===== src/rtl/trakball_pkg.sv =====
// Shared types and helpers for the trackball emulator: pending-count width, limits
// and the saturating accumulate used by each axis.
package trakball_pkg;

    localparam int unsigned PEND_W   = 10;
    localparam int          PEND_MAX = 511;
    localparam int unsigned CNT_W    = 4;

    typedef logic signed [PEND_W-1:0] pend_t;

    // Delta is one bit wider than the mouse field so that -(-256) survives the y negation.
    typedef struct packed {
        logic  valid;
        pend_t delta;
    } mouse_add_t;

    function automatic pend_t sat_add(input int a, input int b);
        int    s;
        pend_t r;
        s = a + b;
        if (s > PEND_MAX) begin
            r = pend_t'(PEND_MAX);
        end else if (s < -PEND_MAX) begin
            r = pend_t'(-PEND_MAX);
        end else begin
            r = pend_t'(s);
        end
        return r;
    endfunction

endpackage


===== src/rtl/trak_axis.sv =====
// One trackball axis: joystick speed ramp, signed pending accumulator and the
// 4-bit wrapping counter/direction pair that is drained once per tick.
module trak_axis
    import trakball_pkg::*;
#(
    parameter int unsigned SPEED_MAX  = 8,
    parameter int unsigned RAMP_TICKS = 64
) (
    input  logic             clk_sys,
    input  logic             reset,
    input  logic             tick,
    input  logic             joy_pos,
    input  logic             joy_neg,
    input  mouse_add_t       mouse_add,
    output logic [CNT_W-1:0] cnt,
    output logic             dir
);

    localparam int unsigned SPD_W  = $clog2(SPEED_MAX + 1);
    localparam int unsigned RAMP_W = (RAMP_TICKS > 1) ? $clog2(RAMP_TICKS) : 1;

    logic [SPD_W-1:0]  speed_q, speed_d;
    logic [RAMP_W-1:0] ramp_q, ramp_d;
    pend_t             pend_q, pend_d;
    logic [CNT_W-1:0]  cnt_q, cnt_d;
    logic              dir_q, dir_d;
    logic              held;
    int                joy_amt, mouse_amt, step;

    always_comb begin
        held      = joy_pos ^ joy_neg;
        speed_d   = speed_q;
        ramp_d    = ramp_q;
        cnt_d     = cnt_q;
        dir_d     = dir_q;
        joy_amt   = 0;
        step      = 0;
        mouse_amt = mouse_add.valid ? int'($signed(mouse_add.delta)) : 0;
        if (tick) begin
            if (held) begin
                joy_amt = joy_pos ? int'(speed_q) : -int'(speed_q);
                if (ramp_q == RAMP_W'(RAMP_TICKS - 1)) begin
                    ramp_d = '0;
                    if (speed_q < SPD_W'(SPEED_MAX)) speed_d = speed_q + 1'b1;
                end else begin
                    ramp_d = ramp_q + 1'b1;
                end
            end else begin
                speed_d = SPD_W'(1);
                ramp_d  = '0;
            end
            if (pend_q > 0) begin
                cnt_d = cnt_q + 1'b1;
                dir_d = 1'b1;
                step  = 1;
            end else if (pend_q < 0) begin
                cnt_d = cnt_q - 1'b1;
                dir_d = 1'b0;
                step  = -1;
            end
        end
        // Mouse, joystick and drain land together and saturate once.
        pend_d = sat_add(int'(pend_q) + mouse_amt, joy_amt - step);
    end

    always_ff @(posedge clk_sys or posedge reset) begin
        if (reset) begin
            speed_q <= SPD_W'(1);
            ramp_q  <= '0;
            pend_q  <= '0;
            cnt_q   <= '0;
            dir_q   <= 1'b0;
        end else begin
            speed_q <= speed_d;
            ramp_q  <= ramp_d;
            pend_q  <= pend_d;
            cnt_q   <= cnt_d;
            dir_q   <= dir_d;
        end
    end

    assign cnt = cnt_q;
    assign dir = dir_q;

endmodule


===== src/rtl/trakball_emu.sv =====
// Centipede trackball emulation from joystick directions and PS/2 mouse motion:
// step prescaler, mouse strobe detection, axis mapping and trakball_o packing.
module trakball_emu
    import trakball_pkg::*;
#(
    parameter int unsigned PRESCALE   = 3000,
    parameter int unsigned SPEED_MAX  = 8,
    parameter int unsigned RAMP_TICKS = 64
) (
    input  logic             clk_sys,
    input  logic             reset,
    input  logic             joy_l,
    input  logic             joy_r,
    input  logic             joy_u,
    input  logic             joy_d,
    input  logic             swap_xy,
    input  logic             mouse_strobe,
    input  logic [8:0]       mouse_dx,
    input  logic [8:0]       mouse_dy,
    output logic [CNT_W-1:0] h_cnt,
    output logic [CNT_W-1:0] v_cnt,
    output logic             h_dir,
    output logic             v_dir,
    output logic [7:0]       trakball_o
);

    localparam int unsigned PRE_W = (PRESCALE > 1) ? $clog2(PRESCALE) : 1;

    logic [PRE_W-1:0] presc_q, presc_d;
    logic             tick;
    logic             strobe_q, primed_q, mouse_evt;
    mouse_add_t       add_h_q, add_h_d, add_v_q, add_v_d;
    pend_t            dx_ext, ndy_ext;
    logic             h_pos, h_neg, v_pos, v_neg;

    always_comb begin
        tick          = (presc_q == PRE_W'(PRESCALE - 1));
        presc_d       = tick ? '0 : presc_q + 1'b1;
        mouse_evt     = primed_q && (mouse_strobe != strobe_q);
        dx_ext        = {mouse_dx[8], mouse_dx};
        ndy_ext       = -{mouse_dy[8], mouse_dy};
        add_h_d.valid = mouse_evt;
        add_v_d.valid = mouse_evt;
        if (swap_xy) begin
            h_pos         = joy_u;
            h_neg         = joy_d;
            v_pos         = joy_r;
            v_neg         = joy_l;
            add_h_d.delta = ndy_ext;
            add_v_d.delta = dx_ext;
        end else begin
            h_pos         = joy_r;
            h_neg         = joy_l;
            v_pos         = joy_d;
            v_neg         = joy_u;
            add_h_d.delta = dx_ext;
            add_v_d.delta = ndy_ext;
        end
    end

    // The first cycle out of reset only captures the strobe level.
    always_ff @(posedge clk_sys or posedge reset) begin
        if (reset) begin
            presc_q  <= '0;
            strobe_q <= 1'b0;
            primed_q <= 1'b0;
            add_h_q  <= '0;
            add_v_q  <= '0;
        end else begin
            presc_q  <= presc_d;
            strobe_q <= mouse_strobe;
            primed_q <= 1'b1;
            add_h_q  <= add_h_d;
            add_v_q  <= add_v_d;
        end
    end

    trak_axis #(
        .SPEED_MAX (SPEED_MAX),
        .RAMP_TICKS(RAMP_TICKS)
    ) u_axis_h (
        .clk_sys  (clk_sys),
        .reset    (reset),
        .tick     (tick),
        .joy_pos  (h_pos),
        .joy_neg  (h_neg),
        .mouse_add(add_h_q),
        .cnt      (h_cnt),
        .dir      (h_dir)
    );

    trak_axis #(
        .SPEED_MAX (SPEED_MAX),
        .RAMP_TICKS(RAMP_TICKS)
    ) u_axis_v (
        .clk_sys  (clk_sys),
        .reset    (reset),
        .tick     (tick),
        .joy_pos  (v_pos),
        .joy_neg  (v_neg),
        .mouse_add(add_v_q),
        .cnt      (v_cnt),
        .dir      (v_dir)
    );

    assign trakball_o = {v_dir, v_cnt[2:0], h_dir, h_cnt[2:0]};

endmodule


===== config.mk =====
export PLATFORM = sky130hd
export DESIGN_NAME = trakball_emu
export DESIGN_NICKNAME = d
export VERILOG_FILES = /design/src/rtl/trakball_pkg.sv /design/src/rtl/trak_axis.sv /design/src/rtl/trakball_emu.sv
export SDC_FILE = /design/constraint.sdc
export NUM_CORES = 1
export LEC_CHECK = 0
export ABC_AREA = 1
export CAP_MARGIN = 20
export CORE_UTILIZATION = 55
export CTS_BUF_LIST = sky130_fd_sc_hd__clkbuf_8
export DETAILED_ROUTE_END_ITERATION = 12
export DONT_BUFFER_PORTS = 1
export PLACE_DENSITY = 0.66
export RECOVER_POWER = 100
export SLEW_MARGIN = 20
export SYNTH_ARGS = -nofsm -noshare
export SYNTH_HDL_FRONTEND = slang
export SYNTH_HIERARCHICAL = 1
export SYNTH_SLANG_ARGS = --single-unit

===== constraint.sdc =====
create_clock -name clk_sys -period 5.02 [get_ports clk_sys]
set_input_delay 0.753 -clock clk_sys [delete_from_list [all_inputs] [get_ports clk_sys]]
set_output_delay 0.753 -clock clk_sys [all_outputs]
set_load 0.03 [all_outputs]

### Word level (Yosys, flattened, before mapping)

Cells that the tools add are included.

| word-level totals | value |
|---|---|
| register bits | 85 |
| input bits | 26 |
| output and inout port bits | 18 |
| word-level logic and storage cells | 104 |

| operators by class | value |
|---|---|
| add/sub/neg operators | 18 |
| $lt $le $gt $ge | 10 |
| equal/unequal tests | 8 |
| multiplexer cells | 43 |
| bitwise gates (word level) | 2 |
| reduce and logical (&&, ||, !) cells | 7 |

Operators with widths:

| operator | count |
|---|---|
| $mux W32 | 14 |
| $add A10 B32 Y32 | 2 |
| $add A32 B32 Y32 | 2 |
| $gt A32 B10 Y1 const B | 2 |
| $lt A32 B10 Y1 const B | 2 |
| $neg A4 Y32 | 2 |
| $sub A32 B32 Y32 | 2 |
| $mux W10 | 6 |
| $mux W4 | 10 |
| $mux W6 | 4 |
| $gt A10 B1 Y1 const B | 2 |
| $lt A10 B1 Y1 const B | 2 |
| $add A4 B1 Y4 const B | 4 |
| $add A12 B1 Y12 const B | 1 |
| $add A6 B1 Y6 const B | 2 |
| $eq A12 B12 Y1 const B | 1 |
| $eq A6 B6 Y1 const B | 2 |
| $mux W12 | 1 |
| $neg A10 Y10 | 1 |
| $lt A4 B4 Y1 const B | 2 |
| $mux W1 | 8 |
| $ne A2 B2 Y1 const B | 4 |
| $sub A4 B1 Y4 const B | 2 |
| $reduce_and A3 Y1 | 2 |
| 5 further kinds | 8 |

### Depth between registers and ports, before layout

Gate-level depths: netlist of the first run.

| logic depth | value |
|---|---|
| word-level depth | 9 |
| mapped depth | 30 |
| gate-level depth less buffers | 29 |

### Modules after synthesis

The synthesis of the first run kept the hierarchy.

By module, submodules not included:

| module | instances | cells an instance | area each (sq um) | seq. area each (sq um) |
|---|---|---|---|---|
| trak_axis at u_axis_h | 1 | 431 | 3012.9 | 626.9 |
| trak_axis at u_axis_v | 1 | 406 | 2927.8 | 626.9 |
| trakball_emu | 1 | 236 | 1805.5 | 875.8 |

### Worst setup path before layout of the first run

No wires, ideal clock.

| path | value |
|---|---|
| path type | register -> register |
| start | register presc_q[0] |
| end | register u_axis_h.pend_q[0] |
| setup time | 0.126 ns |
| data arrival time | 4.473 ns |
| data required time | 4.894 ns |
| path slack | 0.420 ns |
| stages on the path, launching flop included | 28 |
| path buffers | 1 |
| clock period less this slack | 4.600 ns |
| cells stage by stage | dfrtp_1 -> ha_1 -> nand2_2 -> nor2_1 -> nand3_2 -> inv_1 -> inv_1 -> clkbuf_1 -> nor3_1 -> inv_1 -> a31oi_1 -> inv_1 -> fa_1 -> inv_1 -> fa_1 -> ha_1 -> nand2_2 -> inv_1 -> nand2_1 -> nand2_1 -> a21oi_1 -> nand2_1 -> nand2_1 -> nand3_1 -> nor2_1 -> nand3_2 -> nand2_4 -> nand3_1 |

| on the way | value |
|---|---|
| cells in the longest elaborated chain, start to end | 7 |
| elaborated cells between the ends (all ways) | 9 |
| classes of those cells | add/sub (2); order compare (2); eq/ne (1); mux (4) |

RTL lines:

| element | line | RTL |
|---|---|---|
| start, declared | trakball_emu.sv:29 | `logic [PRE_W-1:0] presc_q, presc_d;` |
| start signal, assigned | trakball_emu.sv:70 | `presc_q <= presc_d;` |
| $eq A12 B12 Y1 * | trakball_emu.sv:37 | `tick = (presc_q == PRE_W'(PRESCALE - 1));` |
| via tick | trakball_emu.sv:30 | `logic tick;` |
| $mux W32 | trak_axis.sv:39 | `if (tick) begin` |
| $sub A32 B32 Y32 * | trak_axis.sv:63 | `pend_d = sat_add(int'(pend_q) + mouse_amt, joy_amt - step);` |
| $add A32 B32 Y32 * | trakball_pkg.sv:20 | `s = a + b;` |
| $lt A32 B10 Y1 | trakball_pkg.sv:23 | `end else if (s < -PEND_MAX) begin` |
| $mux W10 | trakball_pkg.sv:23 |  |
| $mux W10 * | trakball_pkg.sv:21 | `if (s > PEND_MAX) begin` |
| via u_axis_h.pend_d[0] | trak_axis.sv:24 | `pend_t pend_q, pend_d;` |
| end signal, assigned | trak_axis.sv:76 | `pend_q <= pend_d;` |
| end, declared | trak_axis.sv:24 |  |

The timed path passes the listed nets; every way through them passes the cells marked *.
A chain may end at the register's enable or synchronous reset.

### Worst setup path in the final report of the first run

| path | value |
|---|---|
| start | register presc_q[0] |
| end | register u_axis_v.pend_q[4] |

| on the way | value |
|---|---|
| cells in the longest elaborated chain, start to end | 7 |
| elaborated cells between the ends (all ways) | 9 |
| classes of those cells | add/sub (2); order compare (2); eq/ne (1); mux (4) |

RTL lines:

| element | line |
|---|---|
| $eq A12 B12 Y1 * | trakball_emu.sv:37 |
| via tick | trakball_emu.sv:30 |
| $mux W32 | trak_axis.sv:39 |
| $sub A32 B32 Y32 * | trak_axis.sv:63 |
| $add A32 B32 Y32 * | trakball_pkg.sv:20 |
| $lt A32 B10 Y1 | trakball_pkg.sv:23 |
| $mux W10 | trakball_pkg.sv:23 |
| $mux W10 * | trakball_pkg.sv:21 |
| via u_axis_v.pend_d[4] | trak_axis.sv:24 |
| end signal, assigned | trak_axis.sv:76 |
| end, declared | trak_axis.sv:24 |

Marks and branches as above.

==> results of run 1 <==
## cells in the mapped netlist (9+ instances only)
cell type / number
nand3_1: 65
inv_1: 203
nand4_1: 15
o21ai_0: 26
xor2_1: 16
nor2_1: 78
a21oi_1: 28
ha_1: 50
nand2_1: 330
nand2_2: 18
dfrtp_1: 83
xnor2_1: 9
nor2_2: 14
fa_1: 48
## cell usage in the layout (no fill, tap or decap), types with 12 or more instances in the layout
| cell | count |
|---|---|
| a21oi_1 | 27 |
| buf_4 | 12 |
| dfrtp_1 | 83 |
| fa_1 | 47 |
| ha_1 | 49 |
| inv_1 | 202 |
| nand2_1 | 330 |
| nand2_2 | 19 |
| nand3_1 | 65 |
| nand4_1 | 15 |
| nor2_1 | 81 |
| nor2_2 | 12 |
| o21ai_0 | 28 |
| xor2_1 | 15 |
## sequential cells by signal, summed over array words and instances, names as in the netlist, 4 cells and up
register          flops
u_axis_v/cnt          4
u_axis_h/ramp_q       6
u_axis_v/speed_q      4
u_axis_v/pend_q      10
u_axis_v/ramp_q       6
add_h_q              10
presc_q              12
u_axis_h/speed_q      4
u_axis_h/pend_q      10
u_axis_h/cnt          4
add_v_q              11
## layer usage
layer,track usage (%),routed length (um)
met5,0,0
met1,35.8,8320
met4,7.18,214
met2,36.3,6950
met3,5.24,975
## path summary, 6_finish.rpt
kind | from | to | slack, ps | depth (start not counted)
max in group asynchronous | reset | presc_q[7] | 2960 | 2
hold / removal | reset | u_axis_h/ramp_q[0] | 170 | 1
setup reg to reg | presc_q[0] | u_axis_v/pend_q[4] | 380 | 22
setup / recovery | presc_q[0] | u_axis_v/pend_q[4] | 380 | 22
min in group clk_sys | mouse_strobe | strobe_q | 400 | 0
hold reg to reg | primed_q | add_v_q[10] | 480 | 2
## metrics by stage
step	setup slack, ps	hold slack, ps	instance area, um^2
CTS	111	368	8170
global placement	238	469	7970
detailed placement	144	473	7970
global route	5.08	164	8200
finish	379	169	8200
floorplan	420	449	7750
## critical path: stages, from the launching register on
cell	delay, ps
dfrtp_1	410
ha_2	230
nand2_2	70
nor2_1	130
nand3_2	180
inv_4	150
inv_1	110
nor2_1	150
inv_1	80
a211oi_1	230
fa_1	490
fa_1	490
ha_1	260
fa_2	390
or2_2	300
nand2_1	70
nand2_1	50
nor3_1	230
nand4_1	160
nand3_2	110
nand3_4	110
nand2_1	90
nand2_1	50
## cell families after synthesis
logic type,count (synthesis)
and+or+nand+nor,560
buffers and inverters,227
adders and majority gates,98
DFF,85
AOI/OAI and AO/OA,77
xor gates and xnor gates,25
other,1
## layout make-up
cell class                      instances  area [um^2]
Clock buffer                            9          124
Inverter                              209          787
Multi-Input combinational cell        761         4750
Clock inverter                          7         73.8
Tap cell                              176          220
Sequential cell                        85         2130
Timing Repair Buffer                   18          113
Fill cell                            1297         5310
## what timing repair did
action / in CTS / in global routing
resized for setup: 0 / 12
setup buffers: 0 / 0
setup endpoints to repair: 0 / 18
==> impl_metrics.tcl, run 1 <==
set metrics [dict create \
    outcome "complete, but fails checks" \
    violations "max-capacitance violations, max-slew violations" \
    synthArstFlopShare_pct 100 \
    drive_gt1_share_pct 8.72 \
    crit_path_end_kind "flip-flop" \
    drc 0 \
    htree_levels 3 \
    grt_max_degree 36 \
    syn_to_final_growth_pct 5.83 \
    route.detailed.vias_per_inst 5.01 \
    min_path_type "in -> async" \
    arrival_ps 4900 \
    synth_edf_count 0 \
    vias 6334 \
    synth_compound_area_share_pct 5.59 \
    syn_nets 1197 \
    syn-instance-count 1073 \
    grt_overflow_total 0 \
    dp_hpwl_mm 13.6 \
    core-area_um2 13500 \
    cap_violations 1 \
    synth_top_cell_area_share_pct 26.8 \
    drtIter0Drc 370 \
    period_share_pct 92.4 \
    num_io_pins 44 \
    cp_data_required_time_ps 5280 \
    antenna_found_initial 0 \
    cts-root-buf "clkbuf_8" \
    start_util_pct 57.4 \
    fp.dieH_um 121 \
    gp_congestion 0.925 \
    grt_first_pass_wirelength_mm 27.6 \
    crit_type "reg -> reg" \
    drv_slew 36 \
    ys_types 46 \
    setup_violations 0 \
    die_w_um 121 \
    yosysTopAreaCell "dfrtp_1" \
    cp-start-kind "flip-flop" \
    clk_pin_slew_ps 100 \
    antenna_left 0 \
    cts_max_path_buffers 2 \
    fin_nets 1208 \
    rows 42 \
    port_buffers 0 \
    design.die.area_um2 14600 \
    grt_pass1_vias 5783 \
    layoutNonFillerInstCount 1265 \
    netlist_area_um2 7750 \
    numCtsBuffers 9 \
    worstSkewPairLatency_ps 380 \
    synth_seq_cells 85 \
    worst-path-max-fanout 9 \
    synth_xor_area_share_pct 2.83 \
    rsz0062_at_grt "no" \
    synth_seq_area_share_pct 27.5 \
    finalSetupTns_ps 0 \
    synth_adder_area_share_pct 20.5 \
    clock_sinks 85 \
    ys.flop_type "dfrtp_1" \
    fin_util_pct 60.7 \
    muxShareOfSynthArea_pct 0 \
    dp_cells 1247 \
    synth-simple-area-share_pct 31.9 \
    cts_tree "built" \
    fin_skew_ps 13.7 \
    tightest_slew_ps 1910 \
    finalHoldViolCount 0 \
    routedWlPerCell_um 13.0 \
    routed_wl_mm 16.5 \
    slew_headroom_pct -27.4 \
    grt_use_total_pct 24.4 \
    synth_area_per_cell_um2 7.22 \
    hold_buffers 0 \
    fmax_mhz 215 \
    synth_top_family_by_area "simple AND/OR/NAND/NOR gates" \
    synth_area_leaders "dfrtp_1 (27%), nand2_1 (16%), fa_1 (12%)" \
    yosysWarnings 6 \
    antenna_cells 0 \
    first_pass_iters 7 \
    post-route-min-period_ps 4640 \
]
Power of run 1 is left out: the tool's default activity adds up to more than one toggle a clock period on the data nets, which glitch-free logic cannot reach.
==> run 2, diff against run 1 <==
--- a/config.mk
+++ b/config.mk
@@ -5,7 +5,6 @@
 export SDC_FILE = /design/constraint.sdc
 export NUM_CORES = 1
 export LEC_CHECK = 0
-export ABC_AREA = 1
 export CAP_MARGIN = 20
 export CORE_UTILIZATION = 55
 export CTS_BUF_LIST = sky130_fd_sc_hd__clkbuf_8
@@ -16,5 +15,5 @@
 export SLEW_MARGIN = 20
 export SYNTH_ARGS = -nofsm -noshare
 export SYNTH_HDL_FRONTEND = slang
-export SYNTH_HIERARCHICAL = 1
 export SYNTH_SLANG_ARGS = --single-unit
+export TNS_END_PERCENT = 5
==> impl_metrics.tcl, run 2 <==
set metrics [dict create \
    p_switching_mw 2.58 \
    core-area_um2 12600 \
    synth_area_per_cell_um2 9.23 \
    largest_reg_flops 12 \
    drv_slew 88 \
    synth-simple-area-share_pct 17.2 \
    synth_seq_area_share_pct 29.9 \
    routedWlPerCell_um 16.3 \
    netlist_area_um2 7120 \
    grt_use_total_pct 26.0 \
    mostFrequentLayoutCells "dfrtp_1 (83), inv_1 (70), nand2_1 (66)" \
    ys.flop_type "dfrtp_1" \
    vdd_drop_max_v 0.000350 \
    final_common_cell "dfrtp_1" \
    synth_top_family_by_area "adder cells" \
    synth_adder_area_share_pct 22.9 \
    synth_area_leaders "dfrtp_1 (29%), fa_1 (15%), ha_1 (7.7%)" \
    worstSkewPairLatency_ps 380 \
    p_leak_nw 3.77 \
    worst-path-max-fanout 4 \
    drive_gt1_share_pct 18.5 \
    top_register "presc_q" \
    arrival_ps 5270 \
    gp_congestion 0.916 \
    r2r_slack_ps 30 \
    setup_ws_ps 25.9 \
    pre_cts_ws_ps -143 \
    clk_pin_slew_ps 90 \
    synth_compound_area_share_pct 16.2 \
    cts_max_path_buffers 2 \
    power_density_nw_per_um2 678 \
    synth_edf_count 0 \
    syn_to_final_growth_pct 15.4 \
    yosysTopAreaCell "dfrtp_1" \
    hold_buffers 0 \
    fin_skew_ps 8.29 \
    setup_violations 0 \
    muxShareOfSynthArea_pct 1.91 \
    antenna_left 0 \
    drc 0 \
    synth_seq_cells 85 \
    post-route-min-period_ps 4990 \
    syn_nets 896 \
    yosysWarnings 0 \
    die_w_um 116 \
    route.detailed.vias_per_inst 5.71 \
    vias 5692 \
    dp_hpwl_mm 12.8 \
    grt_max_degree 45 \
    first_pass_iters 6 \
    slew_headroom_pct -52.3 \
    syn-instance-count 772 \
    pwr-share-clk_pct 11.1 \
    rows 41 \
    cts_tree "built" \
    crit_path_end_kind "flip-flop" \
    fmax_mhz 200 \
    num_io_pins 44 \
    numCtsBuffers 9 \
    crit_chain "nand2b_2 > nor4_4 > buf_4 > and2_4 > nand2_4 > fa_1 > inv_2 > fa_1 > inv_1 > ha_2 > inv_2 > fa_2 > nor2b_4 > o31a_1 > o31a_1 > o31a_1 > nor3_2 > xnor2_2 > nor4_2 > o2bb2a_2" \
    worst_path_max_delay_cell "fa_1" \
    slowest_delay_ps 500 \
    htree_levels 3 \
    fill_cells 1073 \
    fp.dieH_um 116 \
    fin_nets 944 \
    grt_pass1_vias 5593 \
    synth_xor_area_share_pct 5.78 \
    synth.most_common_cell "dfrtp_1" \
    ys_types 69 \
    period_share_pct 99.5 \
    multi_input_area_um2 4840 \
    design.die.area_um2 13400 \
    antenna_found_initial 0 \
    antenna_cells 0 \
    internal-power_mw 2.99 \
    crit_type "reg -> reg" \
    cp-start-kind "flip-flop" \
    start_util_pct 56.4 \
    worst_hold_slack_ps 396 \
    cp_data_required_time_ps 5300 \
    synthTopCellsByCount "dfrtp_1 (83), inv_1 (76), nand2_1 (70)" \
    grt_first_pass_wirelength_mm 26.8 \
    port_buffers 0 \
    p_comb_share_pct 72.7 \
    finalHoldViolCount 0 \
    drtIter0Drc 364 \
    clock_sinks 85 \
    grt_overflow_total 0 \
    cap_violations 2 \
    place_area_um2 7630 \
    outcome "complete, but fails checks" \
    total_power_mw 5.57 \
    routed_wl_mm 16.2 \
    power_frac_seq_pct 16.1 \
    crit_path_frequent_cell "o31a_1" \
    min_path_type "in -> reg" \
    synthArstFlopShare_pct 100 \
    final-seq-area_um2 2130 \
    synth_top_cell_area_share_pct 29.2 \
    cts-root-buf "clkbuf_8" \
    final_cell_area_um2 8220 \
    violations "max-capacitance violations, max-slew violations" \
    rsz0062_at_grt "yes" \
    tightest_slew_ps 2280 \
    swShare_pct 46.3 \
    largestRegisters "presc_q (12), add_v_q (11)" \
]
-- run 2: cell count changes after synthesis, moves of 14 or more --
| cell | previous run | this run |
|---|---|---|
| nand3_1 | 65 | 21 |
| nand2_1 | 330 | 70 |
| nand2_2 | 18 | 0 |
| nor2_2 | 14 | 0 |
| o21ai_0 | 26 | 43 |
| nor2_1 | 78 | 59 |
| and2_1 | 3 | 24 |
| a21oi_1 | 28 | 56 |
| inv_1 | 203 | 76 |
-- run 2: worst paths after layout --
kind,from,end,cells past startpoint
max,presc_q[6],u_axis_v.pend_q[0],20
min,mouse_strobe,strobe_q,0
max reg2reg,presc_q[6],u_axis_v.pend_q[0],20
min reg2reg,primed_q,add_v_q[10],1
max in group asynchronous,reset,u_axis_v.speed_q[3],2
min in group asynchronous,reset,presc_q[9],1
-- run 2: cells by family (layout without fill, tap and decap cells) --
kind of cell,after synthesis,after routing
AO/OA/AOI/OAI,177,177
buffers and inverters,103,156
AND/OR/NAND/NOR,248,248
other,1,1
adder cells (fa/ha/maj),98,98
multiplexers,13,13
XOR/XNOR,47,47
flip-flops,85,85
-- run 2: metal layers --
layer | track usage (%) | wire length (um) | vias up
met4 | 5.47 | 274 | 0
met3 | 7.64 | 1110 | 30
li1 | - | - | 2726
met1 | 34.9 | 7350 | 2780
met5 | 0 | 0 | -
met2 | 42.1 | 7500 | 156
-- run 2: area by class of cell --
class,count,area share [%]
clock buffer,9,1.51
clock inverter,7,1.55
inverter,77,3.62
multi-input combinational,584,58.8
sequential,85,25.9
tap,172,2.62
timing repair buffer,63,5.95
-- run 2: what timing repair did --
action,CTS,global route
setup buffers,2,8
setup endpoints to repair,18,18
pin swaps,4,19
gates resized for setup,20,42
-- run 2: critical path, delay by kind of cell (launching register included) --
family / cells / cell delay (ps)
DFF: 1 / 410
AOI/OAI and AO/OA: 4 / 1240
buffers and inverters: 4 / 330
adders and majority gates: 4 / 1410
xor gates and xnor gates: 1 / 190
and+or+nand+nor: 7 / 1310
-- run 2: power by group through the flow --
| stage | clock (mW) | sequential, mW | combinational [mW] |
|---|---|---|---|
| finish | 0.621 | 0.898 | 4.05 |
| global route | 0.661 | 0.908 | 4.48 |
| CTS | 0.637 | 0.897 | 3.72 |
| detailed placement | 0 | 0.909 | 3.53 |
| global placement | 0 | 0.911 | 3.42 |
| floorplan | 0 | 0.894 | 2.61 |
-- run 2: metrics by stage --
step | setup TNS, ps | cells | utilization [%]
3_3_place_gp | 0 | 971 | 60.4
6_report | 0 | 997 | 65.1
5_1_grt | -1030 | 997 | 65.1
2_1_floorplan | -7.69 | 772 | -
4_1_cts | 0 | 989 | 63.3
3_5_place_dp | -1400 | 971 | 60.4
No activity file was read; power rests on OpenSTA's default activity.
==> run 3, diff against run 2 <==
==> constraint.sdc (replaced) <==
create_clock -name clk_sys -period 5.49 [get_ports clk_sys]
set_input_delay 0.8235 -clock clk_sys [delete_from_list [all_inputs] [get_ports clk_sys]]
set_output_delay 0.8235 -clock clk_sys [all_outputs]
set_load 0.03 [all_outputs]
==> impl_metrics.tcl, run 3 (same netlist as run 2, synthesis figures left out) <==
set metrics [dict create \
    fin_util_pct 60.7 \
    fp.dieH_um 116 \
    die_w_um 116 \
    antenna_left 0 \
    grt_overflow_total 0 \
    min_path_type "reg -> reg" \
    port_buffers 0 \
    clk_pin_slew_ps 90 \
    worstSkewPairLatency_ps 380 \
    drive_gt1_share_pct 8.74 \
    final_cell_area_um2 7660 \
    crit_start "presc_q[10]" \
    core-area_um2 12600 \
    clock_sinks 85 \
    cp-start-kind "flip-flop" \
    p_leak_nw 3.49 \
    htree_levels 3 \
    setup_violations 0 \
    cp_num_buf_inv 2 \
    num_io_pins 44 \
    top_register "presc_q" \
    antenna_cells 0 \
    first_pass_iters 5 \
    gp_congestion 0.892 \
    power_frac_seq_pct 18.4 \
    cts_tree "built" \
    r2r_slack_ps 220 \
    syn_to_final_growth_pct 7.54 \
    fin_nets 897 \
    route.detailed.vias_per_inst 5.65 \
    pwr-share-clk_pct 11.5 \
    cts-root-buf "clkbuf_8" \
    crit_path_end_kind "flip-flop" \
    slowest_delay_ps 490 \
    cts_max_path_buffers 2 \
    cp_data_required_time_ps 5740 \
    vias 5372 \
    period_share_pct 96.0 \
    grt_pass1_vias 5492 \
    start_util_pct 56.4 \
    drv_slew 86 \
    drtIter0Drc 409 \
    routedWlPerCell_um 15.6 \
    largest_reg_flops 12 \
    swShare_pct 48.2 \
    final_common_cell "dfrtp_1" \
    tightest_slew_ps 3830 \
    place_area_um2 7310 \
    design.die.area_um2 13400 \
    rsz0062_at_grt "yes" \
    violations "max-capacitance violations, max-slew violations" \
    worst-path-max-fanout 17 \
    power_density_nw_per_um2 588 \
    post-route-min-period_ps 5270 \
    fin_skew_ps 13.2 \
    finalHoldViolCount 0 \
    slew_headroom_pct -156 \
    cap_violations 1 \
    arrival_ps 5520 \
    p_switching_mw 2.17 \
    numCtsBuffers 9 \
    grt_use_total_pct 24.7 \
    internal-power_mw 2.33 \
    hold_buffers 0 \
    reg2reg_depth 17 \
    rows 41 \
    crit_type "reg -> reg" \
    drc 0 \
    worst_path_max_delay_cell "fa_1" \
    outcome "complete, but fails checks" \
    p_comb_share_pct 70.1 \
    r2r_start "presc_q[10]" \
    antenna_found_initial 0 \
    dp_hpwl_mm 11.9 \
    routed_wl_mm 14.8 \
    mostFrequentLayoutCells "dfrtp_1 (83), inv_1 (75), nand2_1 (70)" \
    cp_num_cells 17 \
    grt_first_pass_wirelength_mm 25.6 \
    largestRegisters "presc_q (12), add_v_q (11)" \
    r2r_end "u_axis_v.pend_q[1]" \
    path_delay_family "simple AND/OR/NAND/NOR gates" \
    grt_max_degree 86 \
    crit_chain "nand2b_1 > or2_2 > or4_1 > buf_4 > or3_1 > inv_1 > fa_1 > fa_1 > ha_1 > a21o_1 > a31o_2 > nand2_1 > a21oi_1 > nor4_2 > o2111ai_2 > o31ai_4 > a21oi_1" \
    vdd_drop_max_v 0.000377 \
    fmax_mhz 190 \
    cp-endpoint "u_axis_v.pend_q[1]" \
]
==> run 3: repair_timing <==
item | CTS | global route
buffers inserted | 0 | 2
setup endpoints to repair | 0 | 18
gates resized for setup | 0 | 20
==> run 3: cell type report <==
cell class,count,area [um^2]
fillers,1117,4960
repair buffers,16,108
well taps,172,215
clock inverters,5,81.3
inverters,77,290
multi-input cells,584,4680
clock buffers,11,151
flip-flops and latches,85,2130
==> run 3: metal layers <==
layer  vias to the layer above  part of all wire [%]  track usage (%)
li1                       2627                     -                -
met5                         -                     0                0
met2                       114                    46             38.5
met3                        16                   4.0             4.65
met4                         0                   1.5             7.78
met1                      2615                    49             35.1
==> run 3: stage by stage <==
step	TNS [ps]	hold WS (ps)	cells	worst slack, ps	power (mW)
2_1_floorplan	0	428	772	17.6	3.19
5_1_grt	-50.9	444	950	-16.9	4.93
6_report	0	465	950	218	4.50
3_3_place_gp	0	444	932	333	3.61
3_5_place_dp	0	443	932	173	3.70
4_1_cts	0	451	948	144	4.24
==> run 3: worst min path at each step <==
stage                     slack (ps)          from  depth (start not counted)           to
final                            460    presc_q[0]                          1   presc_q[0]
after detailed placement         440      primed_q                          1  add_v_q[10]
after floorplan                  430      primed_q                          1  add_v_q[10]
after global placement           440    presc_q[0]                          1   presc_q[0]
after CTS                        450  mouse_strobe                          0     strobe_q
after global routing             440  mouse_strobe                          0     strobe_q
==> run 3: power by group through the flow <==
stage	Clock (mW)	Sequential (mW)	Combinational, mW
after floorplan	0	0.816	2.37
after global routing	0.565	0.842	3.52
after detailed placement	0	0.841	2.86
after global placement	0	0.838	2.78
after CTS	0.531	0.828	2.88
final	0.520	0.827	3.15
